### src/rtl/adc_capture_sequencer.sv
// rtl/adc_capture_sequencer.sv - run-control sequencer for the ADC trigger/burst capture datapath
module adc_capture_sequencer #(
    parameter int CLEAR_W = 8,
    parameter int TMO_W   = 32
) (
    input  logic               aclk,
    input  logic               aresetn,
    input  logic               cfg_start,
    input  logic               cfg_abort,
    input  logic [15:0]        cfg_num_bursts,
    input  logic [CLEAR_W-1:0] cfg_clear_cycles,
    input  logic [TMO_W-1:0]   cfg_timeout,
    input  logic               adc_tvalid,
    input  logic               adc_tlast,
    input  logic               wr_almost_full,
    output logic               nreset_trigger,
    output logic               nreset_max_sum,
    output logic               busy,
    output logic               done,
    output logic               timed_out,
    output logic               aborted,
    output logic [15:0]        bursts_done,
    output logic [31:0]        words_done,
    output logic [2:0]         state
);

    localparam logic [2:0] ST_IDLE    = 3'd0;
    localparam logic [2:0] ST_CLEAR   = 3'd1;
    localparam logic [2:0] ST_ARMED   = 3'd2;
    localparam logic [2:0] ST_CAPTURE = 3'd3;
    localparam logic [2:0] ST_PAUSE   = 3'd4;
    localparam logic [2:0] ST_DRAIN   = 3'd5;

    logic [2:0]         state_q, state_d;
    logic [TMO_W-1:0]   cnt_q, cnt_d, cnt_next;
    logic [15:0]        nb_q, nb_d;
    logic [CLEAR_W-1:0] clr_q, clr_d;
    logic [TMO_W-1:0]   tmo_q, tmo_d;
    logic               done_q, done_d, to_q, to_d, ab_q, ab_d;
    logic [15:0]        bursts_q, bursts_d, bursts_inc;
    logic [31:0]        words_q, words_d;
    logic               nrt_q, nrt_d, nms_q, nms_d, busy_q, busy_d;
    logic               burst_end;

    // Next-state, counters and run-status; outputs are decoded from the next state so they are registered
    always_comb begin
        state_d    = state_q;
        nb_d       = nb_q;
        clr_d      = clr_q;
        tmo_d      = tmo_q;
        done_d     = done_q;
        to_d       = to_q;
        ab_d       = ab_q;
        bursts_d   = bursts_q;
        words_d    = words_q;
        burst_end  = 1'b0;
        cnt_next   = cnt_q + 1'b1;
        bursts_inc = (bursts_q == 16'hFFFF) ? bursts_q : bursts_q + 16'd1;

        // Every word seen after arming is counted, including strays after a stop or pause decision
        if (state_q != ST_IDLE && state_q != ST_CLEAR && adc_tvalid && words_q != 32'hFFFF_FFFF) begin
            words_d = words_q + 32'd1;
        end

        if (state_q == ST_IDLE) begin
            if (cfg_start && !cfg_abort) begin
                nb_d     = cfg_num_bursts;
                clr_d    = cfg_clear_cycles;
                tmo_d    = cfg_timeout;
                bursts_d = 16'd0;
                words_d  = 32'd0;
                done_d   = 1'b0;
                to_d     = 1'b0;
                ab_d     = 1'b0;
                state_d  = ST_CLEAR;
            end
        end else if (cfg_abort) begin
            // A burst cut short by abort is never counted, even if its tlast arrives this cycle
            ab_d    = 1'b1;
            state_d = ST_DRAIN;
        end else begin
            case (state_q)
                ST_CLEAR: begin
                    if (cnt_q == TMO_W'(clr_q)) state_d = ST_ARMED;
                end
                ST_ARMED, ST_CAPTURE: begin
                    if (adc_tvalid && adc_tlast) begin
                        burst_end = 1'b1;
                        bursts_d  = bursts_inc;
                        if (nb_q != 16'd0 && bursts_inc == nb_q) begin
                            done_d  = 1'b1;
                            state_d = ST_DRAIN;
                        end else if (wr_almost_full) begin
                            state_d = ST_PAUSE;
                        end else begin
                            state_d = ST_ARMED;
                        end
                    end else if (adc_tvalid) begin
                        state_d = ST_CAPTURE;
                    end else if (state_q == ST_ARMED && tmo_q != '0 && cnt_next == tmo_q) begin
                        to_d    = 1'b1;
                        state_d = ST_DRAIN;
                    end
                end
                ST_PAUSE: begin
                    if (!wr_almost_full) state_d = ST_ARMED;
                end
                ST_DRAIN: begin
                    if (cnt_q == TMO_W'(1)) state_d = ST_IDLE;
                end
                default: state_d = ST_IDLE;
            endcase
        end

        // Phase counter restarts on every state change and on every burst end (ARMED re-entry)
        cnt_d  = (state_d != state_q || burst_end) ? '0 : cnt_next;
        nrt_d  = (state_d == ST_ARMED) || (state_d == ST_CAPTURE);
        nms_d  = (state_d != ST_CLEAR);
        busy_d = (state_d != ST_IDLE);
    end

    // State and output registers; reset holds the ADC fully cleared
    always_ff @(posedge aclk or negedge aresetn) begin
        if (!aresetn) begin
            state_q  <= ST_IDLE;
            cnt_q    <= '0;
            nb_q     <= 16'd0;
            clr_q    <= '0;
            tmo_q    <= '0;
            done_q   <= 1'b0;
            to_q     <= 1'b0;
            ab_q     <= 1'b0;
            bursts_q <= 16'd0;
            words_q  <= 32'd0;
            nrt_q    <= 1'b0;
            nms_q    <= 1'b0;
            busy_q   <= 1'b0;
        end else begin
            state_q  <= state_d;
            cnt_q    <= cnt_d;
            nb_q     <= nb_d;
            clr_q    <= clr_d;
            tmo_q    <= tmo_d;
            done_q   <= done_d;
            to_q     <= to_d;
            ab_q     <= ab_d;
            bursts_q <= bursts_d;
            words_q  <= words_d;
            nrt_q    <= nrt_d;
            nms_q    <= nms_d;
            busy_q   <= busy_d;
        end
    end

    assign state          = state_q;
    assign nreset_trigger = nrt_q;
    assign nreset_max_sum = nms_q;
    assign busy           = busy_q;
    assign done           = done_q;
    assign timed_out      = to_q;
    assign aborted        = ab_q;
    assign bursts_done    = bursts_q;
    assign words_done     = words_q;

endmodule
### config.mk
export PLATFORM = sky130hd
export DESIGN_NAME = adc_capture_sequencer
export DESIGN_NICKNAME = d
export VERILOG_FILES = /design/src/rtl/adc_capture_sequencer.sv
export SDC_FILE = /design/constraint.sdc
export NUM_CORES = 1
export LEC_CHECK = 0
export BUFFER_PORTS_ARGS = -buffer_cell sky130_fd_sc_hd__buf_2
export CAP_MARGIN = 10
export CORE_ASPECT_RATIO = 2
export CORE_MARGIN = 2
export CORE_UTILIZATION = 60
export CTS_CLUSTER_SIZE = 8
export DETAILED_ROUTE_END_ITERATION = 12
export PLACE_DENSITY = 0.82
export SETUP_SLACK_MARGIN = 0.02
export SLEW_MARGIN = 15
export SYNTH_ARGS = -nofsm -noshare
export SYNTH_HDL_FRONTEND = slang
export SYNTH_SLANG_ARGS = --single-unit
### constraint.sdc
create_clock -name aclk -period 10.1 [get_ports aclk]
set_input_delay 0.505 -clock aclk [delete_from_list [all_inputs] [get_ports aclk]]
set_output_delay 0.505 -clock aclk [all_outputs]
set_load 0.01 [all_outputs]
# Yosys cells after proc, flatten, opt, wreduce, memory -nomap -nowiden
# Cells that the tools add are included.
[word_totals]
reg_bits = 145
latchBits = 0
ramBits = 0
mem_bits_ro = 0
input_bits = 63
memories = 0
[op_classes]
n_addsub = 3
multipliers = 0
div_mod_pow = 0
n_lt_le_gt_ge = 0
eq_ne = 20
shifts = 0
mux = 40
n_bitwise = 0
n_reduce_logical = 27
[ops]
columns = ["operator", "n"]
rows = [
  ["2-to-1 mux 32 bit", 4],
  ["2-to-1 mux 16 bit", 6],
  ["adder 32 x 1 -> 32 bit (second input constant)", 2],
  ["2-to-1 mux 3 bit", 11],
  ["equality test 32 x 1 -> 1 bit (second input constant)", 1],
  ["equality test 32 bit", 1],
  ["equality test 32 x 8 -> 1 bit", 1],
  ["!= test 32 bit (second input constant)", 1],
  ["nonzero test 32 bit", 1],
  ["2-to-1 mux 1 bit", 18],
  ["adder 16 x 1 -> 16 bit (second input constant)", 1],
  ["equality test 16 bit", 1],
  ["equality test 16 bit (second input constant)", 1],
  ["nonzero test 16 bit", 1],
  ["equality test 3 x 2 -> 1 bit (second input constant)", 4],
  ["case mux 3 bit (4 select lines)", 1],
  ["nonzero test 2 bit", 5],
  ["logical AND 1 bit", 8],
  ["equality test 3 bit (second input constant)", 2],
  ["!= test 2 x 1 -> 1 bit (second input constant)", 3],
  ["!= test 3 x 1 -> 1 bit (second input constant)", 2],
  ["AND reduction 6 bit", 1],
  ["nonzero test 3 bit", 2],
  ["AND reduction 5 bit", 1],
  ["other kinds (9)", 11],
]

# Longest topological paths before layout
# Gate-level depths: netlist (run 1).
[depth]
word_depth = 12
depth_mapped = 11
depth_no_buf = 10

# Worst setup path before layout (run 1)
# Ideal clock, no wire load.
[synth_timing]
path_type = "flip-flop to flip-flop"
startpoint = "register bursts_q[0] (netlist: bursts_done[0])"
endpoint = "register busy_q (netlist: busy)"
setup_time_ns = 0.087
arrival_ns = 3.112
setup_slack_ns = 6.902
stages_incl_launch_ff = 10
synth_period_minus_slack_ns = 3.198
cell_sequence = "dfrtp_1 > ha_1 > nand3_1 > or4_1 > a311oi_1 > a31oi_1 > or3b_1 > or4_1 > and2_1 > o211ai_1"
[synth_between]
elab_chain_len = 10
elab_cells_between_ends = 11
cone_classes = "1 x add/sub; 2 x eq/ne; 6 x mux; 2 x reduce/logical"
[synth_rtl]
columns = ["item", "line", "text"]
rows = [
  ["from (decl)", "40", "logic [15:0] bursts_q, bursts_d, bursts_inc;"],
  ["from (signal assigned)", "147", "bursts_q <= bursts_d;"],
  ["adder 16 x 1 -> 16 bit / equality test 16 bit (equally long branches)", "58", "bursts_inc = (bursts_q == 16'hFFFF) ? bursts_q : bursts_q + 16'd1;"],
  ["2-to-1 mux 16 bit (*)", "58", ""],
  ["equality test 16 bit (*)", "90", "if (nb_q != 16'd0 && bursts_inc == nb_q) begin"],
  ["logical AND 1 bit (*)", "90", ""],
  ["2-to-1 mux 3 bit (*)", "90", ""],
  ["2-to-1 mux 3 bit (*)", "87", "if (adc_tvalid && adc_tlast) begin"],
  ["case mux 3 bit (4 select lines) (*)", "82", "case (state_q)"],
  ["2-to-1 mux 3 bit (*)", "77", "end else if (cfg_abort) begin"],
  ["2-to-1 mux 3 bit (*)", "65", "if (state_q == ST_IDLE) begin"],
  ["nonzero test 3 bit (*)", "119", "busy_d = (state_d != ST_IDLE);"],
  ["via busy_d", "42", "logic nrt_q, nrt_d, nms_q, nms_d, busy_q, busy_d;"],
  ["to (signal assigned)", "151", "busy_q <= busy_d;"],
  ["to (decl)", "42", ""],
]
# The timed path passes the listed nets; every way through them passes the cells marked *.
# A chain may end at the register's enable or synchronous reset.

# Worst setup path after layout (run 1)
[layout_timing]
startpoint = "register cnt_q[5]"
endpoint = "register cnt_q[31]"
[layout_between]
elab_chain_len = 12
elab_cells_between_ends = 16
cone_classes = "1 x add/sub; 4 x eq/ne; 9 x mux; 2 x reduce/logical"
[layout_rtl]
columns = ["item", "line", "text"]
rows = [
  ["from (decl)", "35", "logic [TMO_W-1:0] cnt_q, cnt_d, cnt_next;"],
  ["from (signal assigned)", "140", "cnt_q <= cnt_d;"],
  ["adder 32 x 1 -> 32 bit", "57", "cnt_next = cnt_q + 1'b1;"],
  ["equality test 32 bit", "100", "end else if (state_q == ST_ARMED && tmo_q != '0 && cnt_next == tmo_q) begin"],
  ["logical AND 1 bit", "100", ""],
  ["2-to-1 mux 3 bit", "100", ""],
  ["2-to-1 mux 3 bit", "98", "end else if (adc_tvalid) begin"],
  ["2-to-1 mux 3 bit", "87", ""],
  ["case mux 3 bit (4 select lines)", "82", ""],
  ["2-to-1 mux 3 bit", "77", ""],
  ["2-to-1 mux 3 bit", "65", ""],
  ["!= test 3 bit", "116", "cnt_d = (state_d != state_q || burst_end) ? '0 : cnt_next;"],
  ["logical OR 1 bit", "116", ""],
  ["2-to-1 mux 32 bit (*)", "116", ""],
  ["via cnt_d[31]", "35", ""],
]
# Marks and branches as above.

==> flow_metrics.tcl, run 1 <==
set metrics [dict create \
    status "completed" \
    syn_inst 1057 \
    final_cell_mix "236 x nand2_1, 145 x dfrtp_1, 118 x buf_2, 78 x nor2_1, 56 x xor2_1" \
    drtIter0Drc 479 \
    wl_met2_microns 16100 \
    fin_area_sq_um 10400 \
    muxShareOfSynthArea_pct 0.918 \
    wl_met1_microns 10100 \
    htree_num_levels 4 \
    io_pins 120 \
    nFillCells 1289 \
    drive_gt1_share_pct 20.2 \
    highest_layer "met4" \
    crit_slowest_cell "nor4_2" \
    rr_worst_depth 9 \
    worst_pin_slew_ns 1.21 \
    crit_cells 9 \
    synth_top_family_by_area "simple AND/OR/NAND/NOR gates" \
    num_vias 8573 \
    num_rows 64 \
    hpwlAfterDp_microns 23000 \
    grt_pass1_wl_microns 48900 \
    fin_skew_ns 0.00661 \
    synth_flop_cell "dfrtp_1" \
    yosysWarnings 0 \
    dr.pass1.iters 5 \
    cellLeakagePower_uw 0.00479 \
    core-area_sq_um 15200 \
    hold-worst-slack_ns 0.122 \
    synth_cell_type_count 87 \
    crit_required_ns 10.36 \
    setup_viol 0 \
    min_period_ns 4.81 \
    final_max_slew_viol_count 0 \
    critPathBufInv 1 \
    port-buffer-count 119 \
    syn_to_final_growth_pct 11.8 \
    ys_seq_elements 145 \
    cts_resized 0 \
    p_per_area_nw_per_um2 227 \
    critPathKind "reg -> reg" \
    avgSynthCellArea_sq_um 8.77 \
    cts_hold_buffers 0 \
    clkSlewWorstSetupHoldPaths_ns 0.07 \
    cts_buffer_depth 2 \
    postRouteAntennaNets 0 \
    routabilityCongestion 1.11 \
    start_util_pct 60.9 \
    synth_edf_count 0 \
    final_nets 1211 \
    clk_latency_ns 0.43 \
    vias_per_cell 6.32 \
    peakVddDrop_mv 0.166 \
    cap_violations 0 \
    cts_buffers 17 \
    syn_nets 1124 \
    grt_pass1_vias 8696 \
    cts.sinks 145 \
    synth-compound-area-share_pct 11.6 \
    chipWidth_microns 91.9 \
    final_common_cell "nand2_1" \
    critPathCaptureType "register" \
    drc_errors 0 \
    cp_cell_sequence "nand4_4, nor4_2, nand3_1, mux2i_1, nor4b_1, nand4_1, o211ai_4, buf_4, a21oi_1" \
    routedWlPerCell_microns 23.3 \
    synth_xor_area_share_pct 12.5 \
    synthAdderAreaFrac_pct 0.540 \
    clock-root-buffer "clkbuf_16" \
    die_h_microns 180 \
    hp-class "in -> async" \
    critical_path.max_fanout 19 \
    place_area_sq_um 9760 \
    arrival_ns 5.06 \
    dieArea_sq_um 16500 \
    antenna_found_initial 2 \
    cts_setup_buffers 0 \
    routed_wl_microns 31700 \
    synthSimpleGateAreaFrac_pct 30.3 \
    cpPeakStageDelay_ns 0.88 \
    grt_usage_pct 39.4 \
    cp_top_family "simple AND/OR/NAND/NOR gates" \
    slew_headroom_pct 18.6 \
    synthesis.area_sq_um 9270 \
    timing.fmax_mhz 208 \
    rsz0062_at_grt "false" \
    wl_met3_microns 2000 \
    fin_tns_setup_ns 0 \
    finalHoldViolCount 0 \
    min_period_over_period_pct 47.6 \
    grt_max_degree 93 \
    worst_setup_path_start_kind "register" \
    grt_overflow_total 0 \
    cts_tree "built" \
    seq_area_frac_synth_pct 39.2 \
    async_flop_share_pct 100 \
]
==> synthesized netlist by cell type, drive strengths merged (5+ instances only) <==
master | number | share of area, %
a21oi | 62 | 4.6
a31oi | 6 | 0.41
and2 | 8 | 0.54
and3 | 14 | 0.97
and4 | 9 | 0.85
buf | 23 | 2.3
clkbuf | 32 | 1.8
dfrtp | 145 | 39
inv | 14 | 0.57
mux2i | 7 | 0.80
nand2 | 237 | 9.6
nand2b | 5 | 0.34
nand3 | 42 | 2.5
nand4 | 32 | 2.5
nor2 | 78 | 3.2
nor2b | 8 | 0.54
nor3 | 29 | 1.6
nor4 | 42 | 3.2
o211ai | 7 | 0.72
o21ai | 36 | 1.9
or2 | 8 | 0.57
or2b | 8 | 0.73
or3 | 8 | 0.59
or4 | 8 | 0.74
xnor2 | 54 | 5.1
xnor3 | 6 | 1.6
xor2 | 56 | 5.3
==> metrics by stage <==
step / cells / setup slack [ns] / total power (uW) / util [%]
2_1_floorplan: 1057 / 6.90 / 1400 / -
3_5_place_dp: 1323 / 5.58 / 1660 / 64.1
6_report: 1356 / 5.30 / 2350 / 68.1
3_3_place_gp: 1323 / 5.66 / 1650 / 64.1
5_1_grt: 1356 / 5.11 / 2450 / 68.1
4_1_cts: 1355 / 5.56 / 2310 / 68.1
==> state kept, by name, indices dropped and copies added (netlist names) <==
register and cells:
nreset_trigger 1, cnt_q 32, nb_q 16, tmo_q 32, words_done 32, aborted 1, clr_q 8, done 1
state 3, busy 1, bursts_done 16, nreset_max_sum 1, timed_out 1
==> logic make-up (layout without fill, tap and decap cells) <==
| logic type | after synthesis | in the layout |
|---|---|---|
| XOR/XNOR | 118 | 118 |
| adder cells (fa/ha/maj) | 4 | 4 |
| buffers and inverters | 71 | 171 |
| flip-flops | 145 | 145 |
| multiplexers | 8 | 8 |
| AND/OR/NAND/NOR | 557 | 557 |
| other | 0 | 1 |
| AO/OA/AOI/OAI | 154 | 154 |
==> power breakdown <==
part | switching [uW] | total, uW | internal, uW
Sequential | 234 | 947 | 713
Clock | 279 | 652 | 372
Combinational | 449 | 751 | 303
Total | 962 | 2350 | 1390
==> path summary, 6_finish.rpt <==
path,startpoint,to,slack [ns]
max,cnt_q[5],cnt_q[31],5.30
min,aresetn,tmo_q[26],0.12
max reg2reg,cnt_q[5],cnt_q[31],5.30
min reg2reg,done,done,0.50
max in group asynchronous,aresetn,tmo_q[5],8.68
min in group aclk,cfg_timeout[26],tmo_q[26],0.26
==> layout make-up <==
cell class,instances,area [sq um],share of cell area (%)
timing repair buffer,125,647,6.24
inverter,14,52.6,0.507
sequential,145,3630,35.0
clock buffer,17,425,4.10
tap,198,248,2.39
clock inverter,15,176,1.70
antenna,1,2.50,0.0241
multi-input combinational,841,5180,50.0
==> routing by layer <==
layer,track usage [%],up-vias
met1,37.9,4096
met4,35.2,0
met2,67.6,410
met5,0,-
met3,9.68,182
li1,-,3885
Note: power is estimated with default switching activity, not from simulation.
==> run 2: changes to the inputs <==
CORE_UTILIZATION = 59   (was 60)
PLACE_DENSITY = 0.81   (was 0.82)
clock period = 4.85 ns   (was 10.1 ns; I/O delays follow)
==> run 2 against run 1 <==
- non-clock buffer count increased by 13
- combinational power increased by 110%
- count of clock-buffer cells in the layout increased by 1
- largest cell class unchanged
- routed wire length decreased by 3.9%
- die area increased by 1.6%
- worst hold slack got worse by 0.11 ns
- critical path type unchanged
- global-route usage decreased by 2.2 points
==> flow_metrics.tcl, run 2 (synthesis results as in run 1) <==
set metrics [dict create \
    fin_skew_ns 0.00987 \
    grt_pass1_wl_microns 47200 \
    arrival_ns 4.54 \
    start_util_pct 60.6 \
    grt_overflow_total 0 \
    cts_buffer_depth 2 \
    crit_required_ns 5.11 \
    worst_setup_path_start_kind "register" \
    antenna_found_initial 2 \
    num_rows 64 \
    core-area_sq_um 15300 \
    port-buffer-count 119 \
    fin_tns_setup_ns 0 \
    hold_depth 3 \
    syn_to_final_growth_pct 12.6 \
    rr_endpoint "cnt_q[0]" \
    clock-root-buffer "clkbuf_16" \
    routedWlPerCell_microns 22.2 \
    totalPowerFinal_uw 4770 \
    chipWidth_microns 92.6 \
    dieArea_sq_um 16800 \
    critPathCaptureType "register" \
    io_pins 120 \
    min-delay-start "cfg_timeout[24]" \
    cts_resized 0 \
    rr_worst_depth 9 \
    cts_tree "built" \
    final_cell_mix "236 x nand2_1, 145 x dfrtp_1, 118 x buf_2, 78 x nor2_1, 56 x xor2_1" \
    htree_num_levels 4 \
    hold-worst-slack_ns 0.00812 \
    status "completed" \
    worst_pin_slew_ns 1.14 \
    finalHoldViolCount 0 \
    min_period_ns 4.28 \
    hp-class "in -> reg" \
    peakVddDrop_mv 0.390 \
    setup_viol 0 \
    num_vias 8523 \
    grt_max_degree 106 \
    final_nets 1224 \
    timing.fmax_mhz 234 \
    rsz0062_at_grt "false" \
    grt_usage_pct 37.2 \
    routabilityCongestion 1.08 \
    r2r_start "cnt_q[15]" \
    cap_violations 0 \
    grt_pass1_vias 8622 \
    final_util_pct 68.2 \
    dr.pass1.iters 6 \
    p_per_area_nw_per_um2 457 \
    cts_setup_buffers 0 \
    vias_per_cell 6.23 \
    routed_wl_microns 30400 \
    holdPathEnd "tmo_q[24]" \
    final_common_cell "nand2_1" \
    postRouteAntennaNets 0 \
    min_period_over_period_pct 88.3 \
    cellLeakagePower_uw 0.00481 \
    die_h_microns 181 \
    final_cell_count_no_fill 1369 \
    rrSetupSlack_ns 0.57 \
    clkSlewWorstSetupHoldPaths_ns 0.06 \
    placed_cells 1327 \
    critical_path.max_fanout 13 \
    drc_errors 0 \
    slew_headroom_pct 23.1 \
    hpwlAfterDp_microns 22300 \
    cts_buffers 17 \
    drtIter0Drc 529 \
    clk_latency_ns 0.43 \
    final_max_slew_viol_count 0 \
    cts.sinks 145 \
    drive_gt1_share_pct 20.3 \
    critPathKind "reg -> reg" \
]
-- run 2: cell types whose count changed in the layout (fill, tap and decap cells not counted), sizes merged, moves of 2 or more --
cell / delta
dlygate4sd3: +9
buf: +4
clkinv: -3
clkinvlp: +3
bufinv: -2
-- run 2: how the worst max path moves through the flow --
stage                   startpoint         to  slack, ns
finish                   cnt_q[15]   cnt_q[0]       0.57
global route             cnt_q[15]  cnt_q[31]       0.37
CTS                       cnt_q[6]  cnt_q[31]       0.92
detailed placement        cnt_q[3]   cnt_q[0]       0.93
global placement          cnt_q[3]   cnt_q[0]       0.98
floorplan           bursts_done[0]       busy       1.65
-- run 2: through the flow --
step | area (sq um) | setup slack [ns]
floorplan | 9270 | 1.65
global placement | 9790 | 0.978
detailed placement | 9790 | 0.929
CTS | 10400 | 0.920
global route | 10400 | 0.370
finish | 10400 | 0.567
-- run 2: area by class of cell --
| cell class | count | area (sq um) |
|---|---|---|
| multi-input combinational | 841 | 5180 |
| fill | 1279 | 4860 |
| sequential | 145 | 3630 |
| timing repair buffer | 138 | 767 |
| clock buffer | 18 | 429 |
| tap | 198 | 248 |
| clock inverter | 14 | 125 |
| inverter | 14 | 52.6 |
| antenna | 1 | 2.50 |
-- run 2: what timing repair did --
| item | CTS | global route |
|---|---|---|
| hold buffers | 9 | 0 |
| endpoints found under the setup margin | 0 | 0 |
| hold endpoints to repair | 112 | 0 |
-- run 2: layer usage --
layer | track usage [%] | routed length (microns) | up-vias
met3 | 7.13 | 1390 | 124
met2 | 67.3 | 16300 | 348
met1 | 37.4 | 10200 | 4152
met4 | 25.6 | 2560 | 0
met5 | 0 | 0 | -
li1 | - | - | 3899
-- run 2: critical path, stage by stage, from the launching register on --
cell and delay (ns):
dfrtp_1 0.63, nand2_1 0.16, nor3_1 0.90, nand3_1 0.36
mux2i_1 0.52, nor4b_1 0.44, nand4_1 0.34, o211ai_4 0.34
buf_4 0.30, a21oi_1 0.11
-- run 2: power breakdown --
part | internal [uW] | switching [uW]
Combinational | 643 | 912
Clock | 672 | 576
Sequential | 1490 | 478
Total | 2800 | 1970
